===== src/rtl/matmul_pkg.sv =====
// Shared definitions for the matrix-multiply sequencer: state encoding,
// default geometry/latencies and the index-width derivation.
package matmul_pkg;

   typedef enum logic [2:0] {
      ST_IDLE,
      ST_LOAD_B,
      ST_RUN,
      ST_DRAIN,
      ST_DONE
   } seq_state_t;

   localparam int DEFAULT_N            = 64;
   localparam int DEFAULT_ROM_LATENCY  = 2;
   localparam int DEFAULT_TREE_LATENCY = 0;

   // Index width for an N-entry address space; N is a power of two >= 2.
   function automatic int idxWidth(input int n);
      return (n <= 1) ? 1 : $clog2(n);
   endfunction

endpackage


===== src/rtl/valid_delay_line.sv =====
// Fixed-depth shift register carrying a valid bit plus an index payload.
// Depth 0 is a straight wire; i_clear synchronously empties the line.
module valid_delay_line #(
   parameter int DEPTH = 1,
   parameter int W     = 1
) (
   input  logic         clock,
   input  logic         i_clear,
   input  logic         i_valid,
   input  logic [W-1:0] i_data,
   output logic         o_valid,
   output logic [W-1:0] o_data
);

   generate
      if (DEPTH == 0) begin : g_wire
         logic w_unused;
         assign w_unused = clock ^ i_clear;
         assign o_valid  = i_valid;
         assign o_data   = i_data;
      end else begin : g_pipe
         logic [DEPTH-1:0] r_valid;
         logic [W-1:0]     r_data [DEPTH];

         always_ff @(posedge clock) begin
            if (i_clear) begin
               r_valid <= '0;
               for (int i = 0; i < DEPTH; i++) begin
                  r_data[i] <= '0;
               end
            end else begin
               r_valid[0] <= i_valid;
               r_data[0]  <= i_data;
               for (int i = 1; i < DEPTH; i++) begin
                  r_valid[i] <= r_valid[i-1];
                  r_data[i]  <= r_data[i-1];
               end
            end
         end

         assign o_valid = r_valid[DEPTH-1];
         assign o_data  = r_data[DEPTH-1];
      end
   endgenerate

endmodule


===== src/rtl/matmul_sequencer.sv =====
// Control sequencer for an N x N matrix-vector product: streams B into the
// register bank, then issues A rows and aligns accumulate strobes to the tree.
module matmul_sequencer
   import matmul_pkg::*;
#(
   parameter  int N            = DEFAULT_N,
   parameter  int ROM_LATENCY  = DEFAULT_ROM_LATENCY,
   parameter  int TREE_LATENCY = DEFAULT_TREE_LATENCY,
   localparam int IDX_W        = idxWidth(N)
) (
   input  logic             clock,
   input  logic             reset,
   input  logic             start,
   output logic             busy,
   output logic             done,
   output logic [IDX_W-1:0] rom_b_addr,
   output logic             b_wr_en,
   output logic [IDX_W-1:0] b_wr_idx,
   output logic [IDX_W-1:0] rom_a_row,
   output logic             acc_clear,
   output logic             acc_en,
   output logic [IDX_W-1:0] acc_idx,
   output logic [15:0]      cycle_count
);

   localparam int               L        = ROM_LATENCY + TREE_LATENCY;
   localparam logic [IDX_W-1:0] LAST_IDX = IDX_W'(N - 1);

   seq_state_t       r_state;
   seq_state_t       w_nextState;
   logic [IDX_W-1:0] r_bAddr;
   logic [IDX_W-1:0] r_aRow;
   logic [15:0]      r_drainCnt;
   logic [15:0]      r_cycleCount;
   logic             r_accClear;
   logic             w_accept;
   logic             w_busy;
   logic             w_lastB;
   logic             w_lastA;
   logic             w_lastDrain;
   logic             w_bIssue;
   logic             w_aIssue;

   assign w_lastB     = (r_bAddr == LAST_IDX);
   assign w_lastA     = (r_aRow == LAST_IDX);
   assign w_lastDrain = (r_drainCnt == 16'(L - 1));

   always_ff @(posedge clock) begin
      if (reset) begin
         r_state <= ST_IDLE;
      end else begin
         r_state <= w_nextState;
      end
   end

   always_comb begin
      w_nextState = r_state;
      w_accept    = 1'b0;
      w_busy      = 1'b0;
      w_bIssue    = 1'b0;
      w_aIssue    = 1'b0;
      done        = 1'b0;
      case (r_state)
         ST_IDLE: begin
            if (start) begin
               w_accept    = 1'b1;
               w_nextState = ST_LOAD_B;
            end
         end
         ST_LOAD_B: begin
            w_busy   = 1'b1;
            w_bIssue = 1'b1;
            if (w_lastB) w_nextState = ST_RUN;
         end
         ST_RUN: begin
            w_busy   = 1'b1;
            w_aIssue = 1'b1;
            if (w_lastA) w_nextState = (L == 0) ? ST_DONE : ST_DRAIN;
         end
         ST_DRAIN: begin
            w_busy = 1'b1;
            if (w_lastDrain) w_nextState = ST_DONE;
         end
         ST_DONE: begin
            done = 1'b1;
            if (start) begin
               w_accept    = 1'b1;
               w_nextState = ST_LOAD_B;
            end
         end
         default: w_nextState = ST_IDLE;
      endcase
   end

   // Counters never wrap inside a run; the A row restarts on the last B beat.
   always_ff @(posedge clock) begin
      if (reset) begin
         r_bAddr      <= '0;
         r_aRow       <= '0;
         r_drainCnt   <= '0;
         r_cycleCount <= '0;
         r_accClear   <= 1'b0;
      end else begin
         r_accClear <= w_accept;

         if (w_accept) begin
            r_bAddr <= '0;
         end else if (r_state == ST_LOAD_B && !w_lastB) begin
            r_bAddr <= r_bAddr + IDX_W'(1);
         end

         if (r_state == ST_LOAD_B && w_lastB) begin
            r_aRow <= '0;
         end else if (r_state == ST_RUN && !w_lastA) begin
            r_aRow <= r_aRow + IDX_W'(1);
         end

         if (r_state == ST_RUN) begin
            r_drainCnt <= '0;
         end else if (r_state == ST_DRAIN) begin
            r_drainCnt <= r_drainCnt + 16'd1;
         end

         if (w_accept) begin
            r_cycleCount <= '0;
         end else if (w_busy && r_cycleCount != 16'hFFFF) begin
            r_cycleCount <= r_cycleCount + 16'd1;
         end
      end
   end

   valid_delay_line #(
      .DEPTH (ROM_LATENCY),
      .W     (IDX_W)
   ) u_bWrDelay (
      .clock   (clock),
      .i_clear (reset),
      .i_valid (w_bIssue),
      .i_data  (r_bAddr),
      .o_valid (b_wr_en),
      .o_data  (b_wr_idx)
   );

   valid_delay_line #(
      .DEPTH (L),
      .W     (IDX_W)
   ) u_accDelay (
      .clock   (clock),
      .i_clear (reset),
      .i_valid (w_aIssue),
      .i_data  (r_aRow),
      .o_valid (acc_en),
      .o_data  (acc_idx)
   );

   assign busy        = w_busy;
   assign rom_b_addr  = r_bAddr;
   assign rom_a_row   = r_aRow;
   assign acc_clear   = r_accClear;
   assign cycle_count = r_cycleCount;

endmodule


===== config.mk =====
export PLATFORM = sky130hd
export DESIGN_NAME = matmul_sequencer
export DESIGN_NICKNAME = d
export VERILOG_FILES = /design/src/rtl/matmul_pkg.sv /design/src/rtl/valid_delay_line.sv /design/src/rtl/matmul_sequencer.sv
export SDC_FILE = /design/constraint.sdc
export NUM_CORES = 1
export LEC_CHECK = 0
export ABC_AREA = 0
export CAP_MARGIN = 0
export CELL_PAD_IN_SITES_DETAIL_PLACEMENT = 1
export CELL_PAD_IN_SITES_GLOBAL_PLACEMENT = 1
export CORE_ASPECT_RATIO = 1.25
export CORE_MARGIN = 1.5
export CORE_UTILIZATION = 37
export CTS_CLUSTER_DIAMETER = 100
export DETAILED_ROUTE_END_ITERATION = 8
export HOLD_SLACK_MARGIN = 0.06
export MAX_ROUTING_LAYER = met4
export PLACE_DENSITY = 0.86
export SYNTH_ARGS = -nofsm -noshare
export SYNTH_HDL_FRONTEND = slang
export SYNTH_SLANG_ARGS = --single-unit

===== constraint.sdc =====
create_clock -name clock -period 1.8 [get_ports clock]
set_input_delay 0.27 -clock clock [delete_from_list [all_inputs] [get_ports clock]]
set_output_delay 0.27 -clock clock [all_outputs]
set_load 0.02 [all_outputs]

After elaboration in Yosys (flattened, before gate mapping) --
Memories as Yosys holds them, arrays and structs flattened. Cells that the tools add are included.
Operators by class: add/subtract/negate cells 4, equality and inequality tests 12, multiplexer cells 18, bitwise operators 4, reduce and logical (&&, ||, !) cells 13
Operator list (count):
- $add A16 B1 Y16 const B | 2
- $mux W6 | 4
- $eq A16 B1 Y1 const B | 1
- $ne A16 B16 Y1 const B | 1
- $add A6 B1 Y6 const B | 2
- $eq A6 B6 Y1 const B | 2
- $mux W3 | 4
- $pmux W3 S4 | 1
- $mux W1 | 9
- $reduce_or A2 Y1 | 4
- $eq A3 B2 Y1 const B | 2
- $ne A2 B2 Y1 const B | 3
- $logic_and A1 B1 Y1 | 4
- $or A1 B1 Y1 | 4
- $reduce_and A4 Y1 | 1
- $eq A3 B1 Y1 const B | 1
- $eq A3 B3 Y1 const B | 1
- $logic_not A3 Y1 | 1
- $reduce_or A3 Y1 | 1
- $logic_not A1 Y1 | 2
- $ne A2 B1 Y1 const B | 1
Storage, ports and cells: register bits after elaboration 52, memory bits (writable) 24, input port bits 3, output and inout bits 45, word-level logic and storage cells 61, memories kept 2
Memory list:
- u_accDelay.g_pipe.r_data | depth 2, bits a word 6, rd ports 2, clocked after memory_dff 0, write ports 2, line valid_delay_line.sv:23 | logic [W-1:0] r_data [DEPTH];
- u_bWrDelay.g_pipe.r_data | depth 2, bits a word 6, rd ports 2, clocked after memory_dff 0, write ports 2, line valid_delay_line.sv:23

Depth between registers and ports, before layout --
Gate-level depths: netlist (run 1).
word-level depth 4, mapped depth 6, gate-level depth less buffers 6

By module --
A second synthesis (run 1) with hierarchy kept.
Unflattened totals: cell total of the unflattened synthesis 347, area total of the unflattened synthesis 3314.4 sq um
Modules (own cells, without submodules):
- matmul_sequencer | times used 1, cells each 277, area an instance 2408.6 sq um, sequential area each 960.9 sq um
- valid_delay_line | times used 2, cells each 35, area an instance 452.9 sq um, sequential area each 280.3 sq um

Worst setup path before layout (run 1) --
OpenSTA, ideal clock, no wires.
kind reg2reg, start register r_cycleCount[5] (netlist: cycle_count[5]), end register r_cycleCount[11] (netlist: cycle_count[11]), setup time 0.071 ns, arrival 1.898 ns, data required time 1.729 ns, setup slack -0.169 ns, cell stages (with the launch flop) 6, path buffers 1, clock period less this slack 1.969 ns, path through dfxtp_1 > nand4_1 > or4_1 > buf_2 > or4_1 > a21oi_1
Between the ends: cells in the longest elaborated chain, start to end 2, elaborated cells on any way between the ends 3, classes of those cells 1 x add/sub; 1 x eq/ne; 1 x reduce/logical
RTL lines:
- start: declaration | line matmul_sequencer.sv:34 | logic [15:0] r_cycleCount;
- start signal: assignment | line matmul_sequencer.sv:127 | r_cycleCount <= r_cycleCount + 16'd1;
- parallel branches: the longest is 2 deep, another holds $add A16 B1 Y16
Several ways; the timed one is not identified. A chain may end at the register's enable or synchronous reset.

Worst setup path in the final report (run 1) --
start register r_cycleCount[0] (netlist: cycle_count[0]), end register r_cycleCount[4] (netlist: cycle_count[4])
The elaborated chain is that of the path after synthesis.

==> summary.json, run 1 <==
{
  "layoutNonFillerInstCount": 552,
  "initialDrtViolationCount": 126,
  "num-fill-cells": 980,
  "chipHeight_um": 108,
  "hold_path.class": "register to register",
  "design.final.nets": 435,
  "hold_slack_ps": 439,
  "drv_cap": 0,
  "timing.reg2reg.worst_path_depth": 7,
  "critical_path.max_fanout": 13,
  "place_inst": 531,
  "hold_path_depth": 1,
  "final_cell_mix": "sky130_fd_sc_hd__dfxtp_1, sky130_fd_sc_hd__clkdlybuf4s50_1, sky130_fd_sc_hd__buf_4, sky130_fd_sc_hd__nor2_1, sky130_fd_sc_hd__nor2b_1",
  "die_w_um": 86.7,
  "synth.largest_area_cell": "sky130_fd_sc_hd__dfxtp_1",
  "reg2reg_setup_slack_ps": -80,
  "postCtsHoldBufs": 0,
  "p_leak_nw": 1.65,
  "fin_crit_ps": 1880,
  "route.final.wire_length_um": 8710,
  "finalPower_w": 0.00311,
  "synth_largest_type_area_fraction": 0.470,
  "max-slew-margin-rel": 0.769,
  "initial_drt_pass_iterations": 4,
  "gp_routability_congestion": 0.854,
  "globalRouteTotalUtil": 0.196,
  "cpPeakStageDelay_ps": 500,
  "crit_slowest_cell": "sky130_fd_sc_hd__or4_1",
  "grt_pass1_wl_um": 13800,
  "clk_pin_slew_ps": 90,
  "portBuffers": 47,
  "design.core.area_mm2": 0.00861,
  "post-dp-hpwl_um": 5970,
  "total_of_flip_flops_plus_latches_after_synthesis": 76,
  "worst_r2r_startpoint": "cycle_count[0]",
  "worst_ep_required_time_ps": 2090,
  "outcome": "finished with violations",
  "path_class": "register to register",
  "min_delay_worst_endpoint": "u_bWrDelay.g_pipe.r_data[0][9]",
  "final.setup_skew_ps": 11.4,
  "setup_repair_after_global_routing_missed_its_margin": "true",
  "cts.sink_count": 76,
  "grt_start_max_net_pins": 34,
  "critPathCaptureType": "register",
  "tns_ps": -151,
  "insertion_delay_ps": 370,
  "synth.area.top_cells": "sky130_fd_sc_hd__dfxtp_1, sky130_fd_sc_hd__nor2b_1, sky130_fd_sc_hd__nor2_1",
  "antennaDiodeCount": 0,
  "fp.dieArea_mm2": 0.00933,
  "remaining_global_route_overflow": 0,
  "multiInputGateArea_mm2": 0.00162,
  "violations": "negative setup slack",
  "setup.worst_path.start_class": "register",
  "drv_slew": 0,
  "slew_at_the_pin_closest_to_its_max_slew_limit_ps": 343,
  "antenna_found_initial": 0,
  "route.vias.total": 2846,
  "holdCritStartpoint": "u_bWrDelay.g_pipe.r_data[0][3]",
  "syn2layout_area_growth_pct": 35.8,
  "synthArstFlopShare": 0,
  "finalSetupViolations": 5,
  "grt_pass1_vias": 2932,
  "floorplan.rows": 38,
  "crit_path_frequent_cell": "sky130_fd_sc_hd__buf_4",
  "postRouteAntennaNets": 0,
  "mappedNetlistArea_mm2": 0.00324,
  "vdd_ir_drop_max_v": 0.000415,
  "most_instantiated_flip_flop_cell_in_the_synthesis_netlist": "sky130_fd_sc_hd__dfxtp_1",
  "detail_route.vias_per_cell": 5.16,
  "floorplan.io_pins": 48,
  "yosys_warnings": 0,
  "post_synth_num_cell_types": 47,
  "clockRootBuffer": "sky130_fd_sc_hd__clkbuf_8",
  "power.density_cell_area_mw_per_mm2": 707,
  "most_common_library_cell_in_the_layout_ignoring_fill_and_taps": "sky130_fd_sc_hd__dfxtp_1",
  "report.final.hold_viol_count": 0,
  "wire_per_inst_um": 15.8,
  "cts_tree": "yes",
  "synth-seq-area-share": 0.470,
  "worstReg2RegEnd": "cycle_count[4]",
  "setup_slack_ps": -79.2,
  "syn_inst": 354,
  "cts-htree-levels": 3,
  "synth_enable_flop_cells": 0,
  "path_cells": "ha_4 > nand4_1 > buf_4 > nor4_2 > buf_4 > or4_1 > a21oi_2",
  "drc": 0,
  "timing.critical_path.arrival_ps": 2170,
  "timing.fmax_ghz": 0.532,
  "regArea_mm2": 0.00155,
  "avgSynthCellArea_um2": 9.15,
  "timing.final.crit_share": 1.04,
  "synth_fp_nets": 362,
  "cts_made_buffers": 9,
  "fraction_of_final_layout_cells_sized_beyond_drive_strength_1": 0.227,
  "initial_core_util": 0.376,
  "clockBufferDepth": 2
}
[cells in the mapped netlist (7+ instances only)]
library cell / instances
sky130_fd_sc_hd__dfxtp_1: 76
sky130_fd_sc_hd__nor2_1: 30
sky130_fd_sc_hd__nor2b_1: 30
sky130_fd_sc_hd__a21oi_1: 21
sky130_fd_sc_hd__nand2_1: 15
sky130_fd_sc_hd__nand3_1: 14
sky130_fd_sc_hd__clkbuf_1: 13
sky130_fd_sc_hd__buf_4: 12
sky130_fd_sc_hd__or4_1: 12
sky130_fd_sc_hd__inv_1: 11
sky130_fd_sc_hd__xnor2_1: 11
sky130_fd_sc_hd__nand4_1: 10
sky130_fd_sc_hd__nor3_1: 10
sky130_fd_sc_hd__or3_1: 9
sky130_fd_sc_hd__nor4_1: 8
sky130_fd_sc_hd__o31ai_1: 8
sky130_fd_sc_hd__xor2_1: 7
[flip-flops by register name, indices dropped and copies added, names as in the netlist]
register,cells
u_bWrDelay.g_pipe.r_data,12
u_accDelay.g_pipe.r_valid,2
u_bWrDelay.g_pipe.r_valid,2
rom_b_addr,6
r_drainCnt,16
rom_a_row,6
cycle_count,16
u_accDelay.g_pipe.r_data,12
acc_clear,1
r_state,3
[stage by stage]
step | setup WS, ps | utilization | cell area [um^2]
floorplan | -80.1 | - | 3270
global placement | 23.2 | 0.469 | 4040
detailed placement | -117 | 0.469 | 4040
CTS | -2.17 | 0.494 | 4250
global route | -97.5 | 0.511 | 4400
finish | -79.2 | 0.511 | 4400
[how the worst max path moves through the flow]
stage / end / cells after the start / slack, ps / start
floorplan: cycle_count[15] / 6 / -80 / r_state[2]
global placement: rom_a_row[5] / 4 / 20 / r_state[1]
detailed placement: rom_a_row[5] / 4 / -120 / r_state[1]
CTS: cycle_count[13] / 4 / -2 / r_state[2]
global route: cycle_count[4] / 7 / -100 / cycle_count[0]
finish: cycle_count[4] / 7 / -80 / cycle_count[0]
[repair_timing]
item	4_1_cts	5_1_grt
pin swaps	1	17
buffers inserted	0	5
resized for setup	13	33
setup endpoints to repair	11	13
[kinds of logic (layout without fill, tap and decap cells)]
group | count (synthesis) | in the layout | synth area share
multiplexers | 4 | 4 | 0.0124
AO/OA/AOI/OAI | 55 | 55 | 0.111
flip-flops | 76 | 76 | 0.470
adder cells (fa/ha/maj) | 5 | 5 | 0.0193
XOR/XNOR | 18 | 18 | 0.0487
AND/OR/NAND/NOR | 157 | 157 | 0.276
buffers and inverters | 39 | 117 | 0.0622
[layout make-up]
cell class / instances / area share
flip-flops and latches: 76 / 0.353
clock inverters: 7 / 0.0145
repair buffers: 90 / 0.192
inverters: 11 / 0.00939
clock buffers: 9 / 0.0282
well taps: 120 / 0.0341
multi-input cells: 239 / 0.369
[routing by layer]
| metal | track usage | vias up | wire length (um) | share of wire |
|---|---|---|---|---|
| met4 | 0.0657 | 0 | 152 | 0.017 |
| met5 | - | - | 0 | 0 |
| met3 | 0.0475 | 15 | 327 | 0.038 |
| met2 | 0.350 | 61 | 4630 | 0.53 |
| li1 | - | 1383 | - | - |
| met1 | 0.210 | 1387 | 3600 | 0.41 |
[worst max-delay path: cells and delay by family, from the launching register on]
| family | cells | cell delay, ps |
|---|---|---|
| buffers and inverters | 2 | 350 |
| flip-flops | 1 | 370 |
| AND/OR/NAND/NOR | 3 | 730 |
| AO/OA/AOI/OAI | 1 | 190 |
| adder cells (fa/ha/maj) | 1 | 160 |
[where the power goes]
group	switching [W]	total [W]	leakage, nW	internal, W
Sequential	0.00000809	0.00169	0.621	0.00168
Clock	0.000723	0.00125	0.0903	0.000531
Combinational	0.0000905	0.000164	0.943	0.0000740
Power figures use the tool's default switching activity.
==> run 2, diff against run 1 <==
--- a/config.mk
+++ b/config.mk
@@ -11,9 +11,10 @@
 export CELL_PAD_IN_SITES_GLOBAL_PLACEMENT = 1
 export CORE_ASPECT_RATIO = 1.25
 export CORE_MARGIN = 1.5
-export CORE_UTILIZATION = 37
+export CORE_UTILIZATION = 43
 export CTS_CLUSTER_DIAMETER = 100
 export DETAILED_ROUTE_END_ITERATION = 8
+export DONT_BUFFER_PORTS = 1
 export HOLD_SLACK_MARGIN = 0.06
 export MAX_ROUTING_LAYER = met4
 export PLACE_DENSITY = 0.86
==> run 2 against run 1 <==
  * Total power shrank 0.67%
  * The flow still finishes with violations (negative setup slack)
  * Via count increased by 1.4%
  * Cell count decreased by 8.5%
  * Clock-buffer cell count unchanged
  * Largest power group unchanged
  * Clock skew decreased by 2.9 ps
  * Hold slack got worse by 330 ps
  * Critical path depth decreased by 3
  * Routed wire length is 12% higher
  * Core utilization up 5.1 points
  * Sequential cell count unchanged
  * Largest cell class unchanged
  * Highest routed layer unchanged
==> summary.json, run 2 (synthesis gave the netlist of run 1 again) <==
{
  "timing.fmax": {"value": 0.541, "unit": "GHz", "change": "+1.6%"},
  "vdd_ir_drop_max": {"value": 0.000335, "unit": "V", "change": "-19%"},
  "floorplan.rows": {"value": 35, "change": "-7.9%"},
  "setup.worst_path.start_class": "register",
  "portBuffers": {"value": 0, "change": "-100%"},
  "grt_start_max_net_pins": {"value": 33, "change": "-2.9%"},
  "design.core.area": {"value": 0.00731, "unit": "mm^2", "change": "-15%"},
  "setup_slack": {"value": -49.5, "unit": "ps", "change": "+29.7 ps"},
  "cts_tree": "yes",
  "hold_slack": {"value": 105, "unit": "ps", "change": "-334 ps"},
  "outcome": "finished with violations",
  "clk_pin_slew": {"value": 90, "unit": "ps", "change": "about the same"},
  "route.vias.total": {"value": 2885, "change": "+1.4%"},
  "power.density_cell_area": {"value": 751, "unit": "mW/mm^2", "change": "+6.2%"},
  "clockBufferDepth": {"value": 2, "change": "unchanged"},
  "initial_core_util": {"value": 0.443, "change": "+0.0665"},
  "gp_routability_congestion": {"value": 0.798, "change": "-6.5%"},
  "timing.final.crit_share": {"value": 1.03, "change": "-0.0165"},
  "remaining_global_route_overflow": {"value": 0, "change": "unchanged"},
  "hold_path.class": "input pin to register",
  "insertion_delay": {"value": 360, "unit": "ps", "change": "about the same"},
  "syn2layout_area_growth_pct": 27.0,
  "route.final.wire_length": {"value": 9780, "unit": "um", "change": "+12%"},
  "clockRootBuffer": "sky130_fd_sc_hd__clkbuf_8",
  "detail_route.vias_per_cell": {"value": 5.71, "change": "+11%"},
  "final_cell_mix": "sky130_fd_sc_hd__dfxtp_1, sky130_fd_sc_hd__buf_4, sky130_fd_sc_hd__nor2b_1, sky130_fd_sc_hd__nor2_1",
  "setup_repair_after_global_routing_missed_its_margin": "true",
  "most_common_library_cell_in_the_layout_ignoring_fill_and_taps": "sky130_fd_sc_hd__dfxtp_1",
  "antennaDiodeCount": {"value": 0, "change": "unchanged"},
  "timing.critical_path.arrival": {"value": 2140, "unit": "ps", "change": "-30 ps"},
  "drv_cap": {"value": 0, "change": "unchanged"},
  "critical_path.max_fanout": {"value": 6, "change": "-7"},
  "floorplan.io_pins": {"value": 48, "change": "unchanged"},
  "slew_at_the_pin_closest_to_its_max_slew_limit": {"value": 1070, "unit": "ps", "change": "+722 ps"},
  "design.final.nets": {"value": 416, "change": "-4.4%"},
  "chipHeight": {"value": 100, "unit": "um", "change": "-7.0%"},
  "path_class": "register to register",
  "critPathCaptureType": "register",
  "worst_ep_required_time": {"value": 2090, "unit": "ps", "change": "about the same"},
  "cts-htree-levels": {"value": 3, "change": "unchanged"},
  "post-dp-hpwl": {"value": 6020, "unit": "um", "change": "+0.73%"},
  "postRouteAntennaNets": {"value": 0, "change": "unchanged"},
  "wire_per_inst": {"value": 19.4, "unit": "um", "change": "+23%"},
  "finish.instance_area": {"value": 0.00411, "unit": "mm^2", "change": "-6.5%"},
  "antenna_found_initial": {"value": 0, "change": "unchanged"},
  "grt_pass1_vias": {"value": 2866, "change": "-2.3%"},
  "report.final.hold_viol_count": {"value": 0, "change": "unchanged"},
  "dp_worst_setup_slack": {"value": -79.8, "unit": "ps", "change": "+37.3 ps"},
  "violations": "negative setup slack",
  "drc": {"value": 0, "change": "unchanged"},
  "detailed_place.area": {"value": 0.00366, "unit": "mm^2", "change": "-9.4%"},
  "die_w": {"value": 80.6, "unit": "um", "change": "-7.0%"},
  "max-slew-margin-rel": {"value": 0.287, "change": "-0.482"},
  "cts_made_buffers": {"value": 9, "change": "unchanged"},
  "final_core_utilization": {"value": 0.563, "change": "+0.0515"},
  "finalSetupViolations": {"value": 4, "change": "-1"},
  "grt_pass1_wl": {"value": 14400, "unit": "um", "change": "+4.1%"},
  "p_leak": {"value": 1.57, "unit": "nW", "change": "-4.8%"},
  "globalRouteTotalUtil": {"value": 0.242, "change": "+0.0461"},
  "cts.sink_count": {"value": 76, "change": "unchanged"},
  "fraction_of_final_layout_cells_sized_beyond_drive_strength_1": {"value": 0.315, "change": "+0.0879"},
  "fin_crit": {"value": 1850, "unit": "ps", "change": "-29.7 ps"},
  "initialDrtViolationCount": {"value": 136, "change": "+7.9%"},
  "initial_drt_pass_iterations": {"value": 4, "change": "unchanged"},
  "final.setup_skew": {"value": 8.51, "unit": "ps", "change": "-2.93 ps"},
  "fp.dieArea": {"value": 0.00806, "unit": "mm^2", "change": "-14%"},
  "drv_slew": {"value": 0, "change": "unchanged"}
}
==> run 2: cell types whose count changed in the layout (fill, tap and decap cells not counted), moves of 2 or more <==
cell                              change
sky130_fd_sc_hd__o21ai_2              +2
sky130_fd_sc_hd__dlymetal6s2s_1       -4
sky130_fd_sc_hd__dlygate4sd3_1        +2
sky130_fd_sc_hd__o21ai_1              -2
sky130_fd_sc_hd__buf_4               +24
sky130_fd_sc_hd__clkdlybuf4s50_1     -41
sky130_fd_sc_hd__buf_6                +5
sky130_fd_sc_hd__inv_8                -2
sky130_fd_sc_hd__buf_12               -3
==> run 2: area by class of cell <==
cell class	count	area, um^2
multi-input cells	239	1660
inverters	11	41.3
well taps	92	115
flip-flops and latches	76	1550
clock inverters	7	67.6
fillers	792	3200
clock buffers	9	124
repair buffers	71	561
==> run 2: final timing paths <==
path / from / end / slack [ps] / cells past startpoint
worst max-delay path: cycle_count[4] / cycle_count[11] / -50 / 4
worst min-delay path: reset / r_drainCnt[15] / 110 / 2
worst max register to register: cycle_count[4] / cycle_count[11] / -50 / 4
worst min register to register: u_bWrDelay.g_pipe.r_data[0][3] / u_bWrDelay.g_pipe.r_data[0][9] / 440 / 1
==> run 2: where the power goes <==
| group | switching (W) | total [W] | internal, W |
|---|---|---|---|
| Clock | 0.000724 | 0.00126 | 0.000531 |
| Combinational | 0.0000866 | 0.000137 | 0.0000500 |
| Sequential | 0.0000119 | 0.00170 | 0.00169 |
==> run 2: what timing repair did <==
action / 4_1_cts / 5_1_grt
endpoints found under the hold margin: 32 / 0
setup buffers: 3 / 5
endpoints found under the setup margin: 13 / 19
resized for setup: 12 / 39
pin swaps: 5 / 10
hold buffers: 2 / 0
cloned: 0 / 1
==> run 2: critical path, stage by stage (launching register included) <==
cell	delay, ps
sky130_fd_sc_hd__dfxtp_4	380
sky130_fd_sc_hd__nand3_1	150
sky130_fd_sc_hd__or4_4	610
sky130_fd_sc_hd__or4_4	500
sky130_fd_sc_hd__a21oi_2	150
==> run 2: per-stage QoR <==
stage / std cells / setup TNS [ps] / total power (W)
floorplan: 354 / -240 / 0.00182
global placement: 478 / 0 / 0.00184
detailed placement: 478 / -328 / 0.00185
CTS: 499 / 0 / 0.00311
global route: 505 / -490 / 0.00321
finish: 505 / -107 / 0.00309
==> run 2: routing by layer <==
| metal | vias to the layer above | global-route usage | wire (um) | share of wire |
|---|---|---|---|---|
| li1 | 1351 | - | - | - |
| met4 | 0 | 0.0663 | 219 | 0.022 |
| met3 | 23 | 0.0645 | 484 | 0.049 |
| met1 | 1432 | 0.263 | 3670 | 0.38 |
| met5 | - | - | 0 | 0 |
| met2 | 79 | 0.429 | 5410 | 0.55 |
